File: src/rtl/deser_pkg.sv
// Shared types and widths for the sample-to-word deserializer.
// Build option: DESER_TLAST_CHECK_EN enables the upstream tlast framing check.
package deser_pkg;

    typedef enum logic [1:0] {
        IDLE,
        PACK,
        FLUSH
    } deser_state_t;

    localparam int SAMPLE_W = 16;
    localparam int WORD_W   = 192;
    localparam int LANES    = WORD_W / SAMPLE_W;

endpackage

File: src/rtl/deserializer_sv_axis_word_reg.sv
// Output word register for the deserializer: load, hold under
// back-pressure, drain on handshake.
module axis_word_reg #(
    parameter int W = 192
) (
    input  logic         clk,
    input  logic         rst,
    input  logic         load,
    input  logic [W-1:0] load_data,
    input  logic         load_last,
    input  logic         m_tready,
    output logic         m_tvalid,
    output logic [W-1:0] m_tdata,
    output logic         m_tlast,
    output logic         free
);

    assign free = !m_tvalid || m_tready;

    // Load wins over drain so a word can replace the one leaving this cycle.
    always_ff @(posedge clk) begin
        if (rst) begin
            m_tvalid <= 1'b0;
            m_tdata  <= '0;
            m_tlast  <= 1'b0;
        end else if (load) begin
            m_tvalid <= 1'b1;
            m_tdata  <= load_data;
            m_tlast  <= load_last;
        end else if (m_tready) begin
            m_tvalid <= 1'b0;
        end
    end

endmodule

File: src/rtl/deserializer_sv.sv
// Packs 16-bit AXIS samples into 192-bit words framed in packets.
// Build option: DESER_TLAST_CHECK_EN checks s00_axis_tlast and flushes early packets.
module deserializer_sv
    import deser_pkg::*;
#(
    parameter int C_S00_AXIS_TDATA_WIDTH = SAMPLE_W,
    parameter int C_M00_AXIS_TDATA_WIDTH = WORD_W,
    parameter int PACKET_COUNT           = 512
) (
    input  logic                                s00_axis_aclk,
    input  logic                                s00_axis_areset,
    input  logic                                s00_axis_tvalid,
    input  logic [C_S00_AXIS_TDATA_WIDTH-1:0]   s00_axis_tdata,
    input  logic                                s00_axis_tlast,
    output logic                                s00_axis_tready,
    input  logic                                m00_axis_tready,
    output logic                                m00_axis_tvalid,
    output logic [C_M00_AXIS_TDATA_WIDTH-1:0]   m00_axis_tdata,
    output logic [C_M00_AXIS_TDATA_WIDTH/8-1:0] m00_axis_tstrb,
    output logic                                m00_axis_tlast,
    output logic                                framing_err
);

    localparam int SW = C_S00_AXIS_TDATA_WIDTH;
    localparam int MW = C_M00_AXIS_TDATA_WIDTH;
    localparam int LN = MW / SW;
    localparam int PW = MW - SW;
    localparam int CW = (PACKET_COUNT > 1) ? $clog2(PACKET_COUNT) : 1;

    deser_state_t    state;
    logic [3:0]      lane;
    logic [CW-1:0]   word_cnt;
    logic [PW-1:0]   pack_buf;

    logic            accept;
    logic            last_lane;
    logic            last_word;
    logic            free;
    logic            load;
    logic [MW-1:0]   load_data;
    logic            load_last;

    assign last_lane = (lane == 4'(LN - 1));
    assign last_word = (word_cnt == CW'(PACKET_COUNT - 1));

    assign s00_axis_tready = (state == PACK) && (!last_lane || free);
    assign accept          = s00_axis_tvalid && s00_axis_tready;
    assign m00_axis_tstrb  = '1;

    // Select what enters the output register this cycle.
    always_comb begin
        load      = 1'b0;
        load_data = {s00_axis_tdata, pack_buf};
        load_last = last_word;
        if (accept && last_lane)
            load = 1'b1;
`ifdef DESER_TLAST_CHECK_EN
        if (accept && last_lane && s00_axis_tlast)
            load_last = 1'b1;
        if (state == FLUSH && free) begin
            load      = 1'b1;
            load_data = {{SW{1'b0}}, pack_buf};
            load_last = 1'b1;
        end
`endif
    end

    // Packing state, lane and word counters.
    always_ff @(posedge s00_axis_aclk) begin
        if (s00_axis_areset) begin
            state    <= IDLE;
            lane     <= '0;
            word_cnt <= '0;
            pack_buf <= '0;
        end else begin
            unique case (state)
                IDLE: state <= PACK;
                PACK: begin
                    if (accept && last_lane) begin
                        lane     <= '0;
                        pack_buf <= '0;
                        word_cnt <= last_word ? '0 : word_cnt + 1'b1;
`ifdef DESER_TLAST_CHECK_EN
                        if (s00_axis_tlast)
                            word_cnt <= '0;
`endif
                    end else if (accept) begin
                        for (int i = 0; i < LN - 1; i++)
                            if (lane == 4'(i))
                                pack_buf[i*SW +: SW] <= s00_axis_tdata;
                        lane <= lane + 4'd1;
`ifdef DESER_TLAST_CHECK_EN
                        if (s00_axis_tlast)
                            state <= FLUSH;
`endif
                    end
                end
`ifdef DESER_TLAST_CHECK_EN
                FLUSH: begin
                    if (free) begin
                        lane     <= '0;
                        word_cnt <= '0;
                        pack_buf <= '0;
                        state    <= PACK;
                    end
                end
`endif
                default: state <= IDLE;
            endcase
        end
    end

`ifdef DESER_TLAST_CHECK_EN
    // Sticky flag for any tlast that disagrees with the packet boundary.
    always_ff @(posedge s00_axis_aclk) begin
        if (s00_axis_areset)
            framing_err <= 1'b0;
        else if (state == PACK && accept)
            if (s00_axis_tlast != (last_lane && last_word))
                framing_err <= 1'b1;
    end
`else
    logic unused_tlast;
    assign unused_tlast = s00_axis_tlast;
    assign framing_err  = 1'b0;
`endif

    axis_word_reg #(
        .W(MW)
    ) u_out (
        .clk       (s00_axis_aclk),
        .rst       (s00_axis_areset),
        .load      (load),
        .load_data (load_data),
        .load_last (load_last),
        .m_tready  (m00_axis_tready),
        .m_tvalid  (m00_axis_tvalid),
        .m_tdata   (m00_axis_tdata),
        .m_tlast   (m00_axis_tlast),
        .free      (free)
    );

endmodule

File: config.mk
export PLATFORM = sky130hd
export DESIGN_NAME = deserializer_sv
export DESIGN_NICKNAME = d
export VERILOG_FILES = /design/src/rtl/deser_pkg.sv /design/src/rtl/deserializer_sv_axis_word_reg.sv /design/src/rtl/deserializer_sv.sv
export SDC_FILE = /design/constraint.sdc
export NUM_CORES = 1
export LEC_CHECK = 0
export CAP_MARGIN = 20
export CORE_ASPECT_RATIO = 0.7
export CORE_MARGIN = 2
export CORE_UTILIZATION = 56
export CTS_CLUSTER_DIAMETER = 30
export DETAILED_ROUTE_END_ITERATION = 8
export PLACE_DENSITY_LB_ADDON = 0.12
export SYNTH_ARGS = -nofsm -noshare
export SYNTH_HDL_FRONTEND = slang
export SYNTH_SLANG_ARGS = --single-unit
export TNS_END_PERCENT = 1
File: constraint.sdc
create_clock -name s00_axis_aclk -period 5 [get_ports s00_axis_aclk]
set_input_delay 0.5 -clock s00_axis_aclk [delete_from_list [all_inputs] [get_ports s00_axis_aclk]]
set_output_delay 0.5 -clock s00_axis_aclk [all_outputs]
set_load 0.02 [all_outputs]
; After elaboration in Yosys (flattened, before gate mapping)
; Cells that the tools add are included.
[word_totals]
elab_cells = 87
in_bits = 21
output_inout_bits = 220
reg_bits = 385
[op_classes]
n_addsub = 2
muxes = 20
n_reduce_logical = 35
eq_ne = 13
[ops]
columns = operator, n
row1 = $mux 176, 2
row2 = $mux 16, 11
row3 = $reduce_and 3->1, 11
row4 = $reduce_bool 2->1, 13
row5 = $eq 4x3->1 const B, 4
row6 = $eq 4x4->1 const B, 4
row7 = $add 9x1->9 const B, 1
row8 = $eq 9x9->1 const B, 1
row9 = $mux 9, 1
row10 = $eq 4x2->1 const B, 2
row11 = $mux 4, 2
row12 = $add 4x1->4 const B, 1
row13 = $eq 4x1->1 const B, 1
row14 = $logic_not 4->1, 1
row15 = $pmux 2 s2, 1
row16 = $reduce_and 2->1, 2
row17 = $logic_and 1x1->1, 3
row18 = $mux 1, 3
row19 = $eq 2x1->1 const B, 1
row20 = $logic_not 1->1, 2
row21 = $logic_not 2->1, 1
row22 = $logic_or 1x1->1, 2

; Depth between registers and ports, before layout
[logic_depth]
word_depth = 8
depth_mapped = 9

; Modules after synthesis
; A second synthesis with hierarchy kept.
[hier_totals]
hier_cells = 1377
area_unflattened_um2 = 14320.0
[by_module_without_submodules]
columns = module, seq_area_each_um2, area_each_um2, cells_per_inst, instances
row1 = deserializer_sv, 3803.6, 7354.6, 750, 1
row2 = axis_word_reg, 3883.7, 6965.4, 627, 1

; Least setup slack after synthesis
; No wires, ideal clock.
[synth_path]
path_kind = input to register
startpoint = in m00_axis_tready
endpoint = reg pack_buf[10]
t_arrival_ns = 1.759
path_buffers = 2
path_slack_ns = 3.167
path_stages = 6
setup_ns = 0.074
path_cell_list = nand2b_2 and3_1 clkbuf_1 o21ai_4 buf_6 mux2i_1
[synth_via]
elab_chain_len = 7
elab_cells_between_ends = 9
[synth_rtl]
columns = item, line_no
row1 = start: declaration, deserializer_sv.sv:16  ; input logic m00_axis_tready,
row2 = $logic_or 1x1->1 (*), deserializer_sv_axis_word_reg.sv:18  ; assign free = !m_tvalid || m_tready;
row3 = $logic_or 1x1->1 (*), deserializer_sv.sv:46  ; assign s00_axis_tready = (state == PACK) && (!last_lane || free);
row4 = $logic_and 1x1->1 (*), deserializer_sv.sv:46
row5 = $logic_and 1x1->1 (*), deserializer_sv.sv:47  ; assign accept = s00_axis_tvalid && s00_axis_tready;
row6 = $logic_and 1x1->1, deserializer_sv.sv:79  ; if (accept && last_lane) begin
row7 = $reduce_bool 2->1 (no line), --
row8 = $reduce_and 3->1 (no line), --
row9 = end signal: indexed assignment, deserializer_sv.sv:90  ; pack_buf[i*SW +: SW] <= s00_axis_tdata;
row10 = end: declaration, deserializer_sv.sv:33  ; logic [PW-1:0] pack_buf;
; Mark *: on every way between the ends. The rest lies on a longest branch, timed or not.
; A chain may end at the register's enable or synchronous reset.

; Final worst setup path
[layout_path]
startpoint = reg lane[1]
endpoint = reg pack_buf[149]
[layout_via]
elab_chain_len = 8
elab_cells_between_ends = 11
[layout_rtl]
columns = item, line_no
row1 = start: declaration, deserializer_sv.sv:31  ; logic [3:0] lane;
row2 = start signal: assignment, deserializer_sv.sv:91  ; lane <= lane + 4'd1;
row3 = $eq 4x4->1, deserializer_sv.sv:43  ; assign last_lane = (lane == 4'(LN - 1));
row4 = $logic_not 1->1, deserializer_sv.sv:46
row5 = $logic_or 1x1->1, deserializer_sv.sv:46
row6 = $logic_and 1x1->1, deserializer_sv.sv:46
row7 = $logic_and 1x1->1, deserializer_sv.sv:47
row8 = $logic_and 1x1->1, deserializer_sv.sv:79
row9 = $reduce_bool 2->1 (no line), --
row10 = $reduce_and 3->1 (no line), --
; Several ways; a longest one is shown, not always the timed one.

==> results.yml <==
clocking:
  cts_max_level: 2
  cts_setup_buffers: 0
  cts_resized: 0
  clk_path_buf_depth: 3
  clk_latency_ps: 540
  cts_sinks: 384
  cts_root_buffer: "clkbuf_16"
  cts_tree: "yes"
  cts_buffers: 47
  cts_hold_buffers: 0
  clkTransAtPathRegs_ps: 60
sta:
  worst_pin_slew_ps: 1040
  finalCritPeriodShare_pct: 68.51
  clock.fmax_mhz: 291.9
  finalCriticalPeriod_ps: 3425
  final-setup-viol-count: 0
  setup_tns_ps: 0
  worst_clock_skew_ps: 13.06
  max-slew-margin-rel_pct: 30.64
  slew_violations: 0
  rsz0062_at_grt: "false"
  hold_violations: 0
  worst_hold_slack_ps: 450.5
worst_setup_path:
  crit_fanout: 83
  crit_start: "lane[1]"
  reg2reg_depth: 5
  r2r-end: "pack_buf[149]"
  critPathArrivalTime_ps: 3800
  worst_setup_path_end_kind: "flop"
  r2r_setup_slack_ps: 1570
  worstSetupPathType: "flop to flop"
  cp-start-kind: "flop"
  timing.rr.start: "lane[1]"
  crit_required_ps: 5370
  cp-endpoint: "pack_buf[149]"
yosys:
  synth-edff-count: 0
  seq_area_frac_synth_pct: 57.00
  synth-seq-cells: 384
  synth_common_cells: "nand2_1, dfxtp_1, a21oi_1, nand3_1, o21ai_0"
  ys.warnings.count: 0
  async_reset_ff_share_pct: 0
  syn_area_sq_um: 13490
  synth_top_area_share_pct: 57.00
  netlist_instances: 1538
  synthMostInstantiatedCell: "nand2_1"
  synth_top_cell_by_area: "dfxtp_1"
  synth_cell_types: 47
  avgSynthCellArea_sq_um: 8.769
  synth_area_leaders: "dfxtp_1, nand2_1, a21oi_1"
  synth-main-ff-cell: "dfxtp_1"
drt:
  vias: 11180
  routed_via_density: 5.435
  antenna_left: 0
  drtPass1Iterations: 5
  drt-initial-drc-count: 1041
  wl_per_cell_um: 17.42
  drt-total-wl_um: 35820
  drc_errors: 0
floorplanning:
  die-area_sq_um: 25360
  core-area_sq_um: 23640
  die_h_um: 133.8
  ios: 241
  rows: 47
  start_util_pct: 57.05
  dieWidth_um: 189.5
final_layout:
  final_net_count: 1727
  syn_to_final_growth_pct: 27.52
  drive_above_1_share_pct: 6.563
  fin_area_sq_um: 17200
power:
  p_leak_nw: 6.133
  p_total_mw: 6.727
  power_density_nw_per_um2: 391.1
  vdd_ir_drop_max_v: 0.0003046
global_route:
  track_usage_pct: 27.35
  grt_pass1_wl_um: 54990
  grt-ovfl-total: 0
  grt_max_degree: 116
  antenna_found_initial: 3
  grt_pass1_vias: 10160
job:
  cap_violations: 0
min_path:
  hp-start: "u_out.m_tdata[87]"
  hold_path_class: "flop to flop"
placement:
  placed_area_sq_um: 15570
  io_buffers: 214
  detailed_place_hpwl_um: 20870
  gp_congestion: 0.8348
outcome:
  outcome: "finished clean"
logic make-up after synthesis:
family	count (synthesis)	synth area share, %
compound gates	352	14.50
mux	49	3.637
xor+xnor	3	0.1949
other cells	2	0.05568
fa+ha+maj	6	0.5566
flops	384	57.00
simple gates	597	18.56
buf+inv	145	5.492
how the worst min path moves through the flow:
stage / cells after the start / endpoint
after CTS: 2 / u_out.m_tdata[64]
after global routing: 2 / u_out.m_tdata[111]
after floorplan: 2 / u_out.m_tdata[112]
final: 2 / u_out.m_tdata[87]
after detailed placement: 2 / u_out.m_tdata[139]
after global placement: 2 / u_out.m_tdata[107]
sequential cells by signal (all words and copies together) (netlist names):
register,flops
u_out.m_tdata,192
pack_buf,176
word_cnt,9
lane,4
state,1
u_out.m_tlast,1
u_out.m_tvalid,1
per-stage QoR:
step	utilization [%]	setup WS [ps]	cells
2_1_floorplan	-	3167	1561
3_3_place_gp	65.85	1359	1968
3_5_place_dp	65.85	1330	1968
4_1_cts	72.69	1699	2054
5_1_grt	72.74	1442	2055
6_report	72.75	1575	2056
layout by cell type (no fill, tap or decap), types with 7 or more instances in the layout:
cell type,instances
nand3_1,116
clkinvlp_4,7
a22o_1,32
nor2_1,9
conb_1,25
buf_4,13
clkinv_2,7
clkdlybuf4s50_1,213
nand2_1,443
clkbuf_16,49
a21oi_1,204
o21ai_0,99
dfxtp_1,384
mux2i_1,49
critical path, stage by stage (launching register included):
cell	delay (ps)
dfxtp_1	400
ha_1	400
and4b_2	400
nand3_4	740
nand3_1	1050
o21ai_0	220
per-layer routing:
metal	share of wire, %	wire length [um]	global-route usage, %	up-vias
met3	6.7	2405	4.893	64
met1	46	16450	38.93	5264
met5	0	0	0	-
li1	-	-	-	5454
met4	2.3	832	8.441	0
met2	45	16130	42.69	393
cell type report:
cell class | count | area [sq um]
Sequential cell | 384 | 7687
Fill cell | 1823 | 6442
Multi-Input combinational cell | 1032 | 5180
Timing Repair Buffer | 230 | 2292
Clock buffer | 55 | 1269
Tap cell | 318 | 397.9
Clock inverter | 31 | 347.8
Inverter | 5 | 21.27
Antenna cell | 1 | 2.502
where the power goes:
group | switching (mW) | total [mW] | internal (mW)
clock network | 1.36 | 3.46 | 2.11
logic | 0.142 | 0.180 | 0.0377
registers | 0.00955 | 3.08 | 3.07
total | 1.51 | 6.73 | 5.22
(Power assumes the default switching activity.)
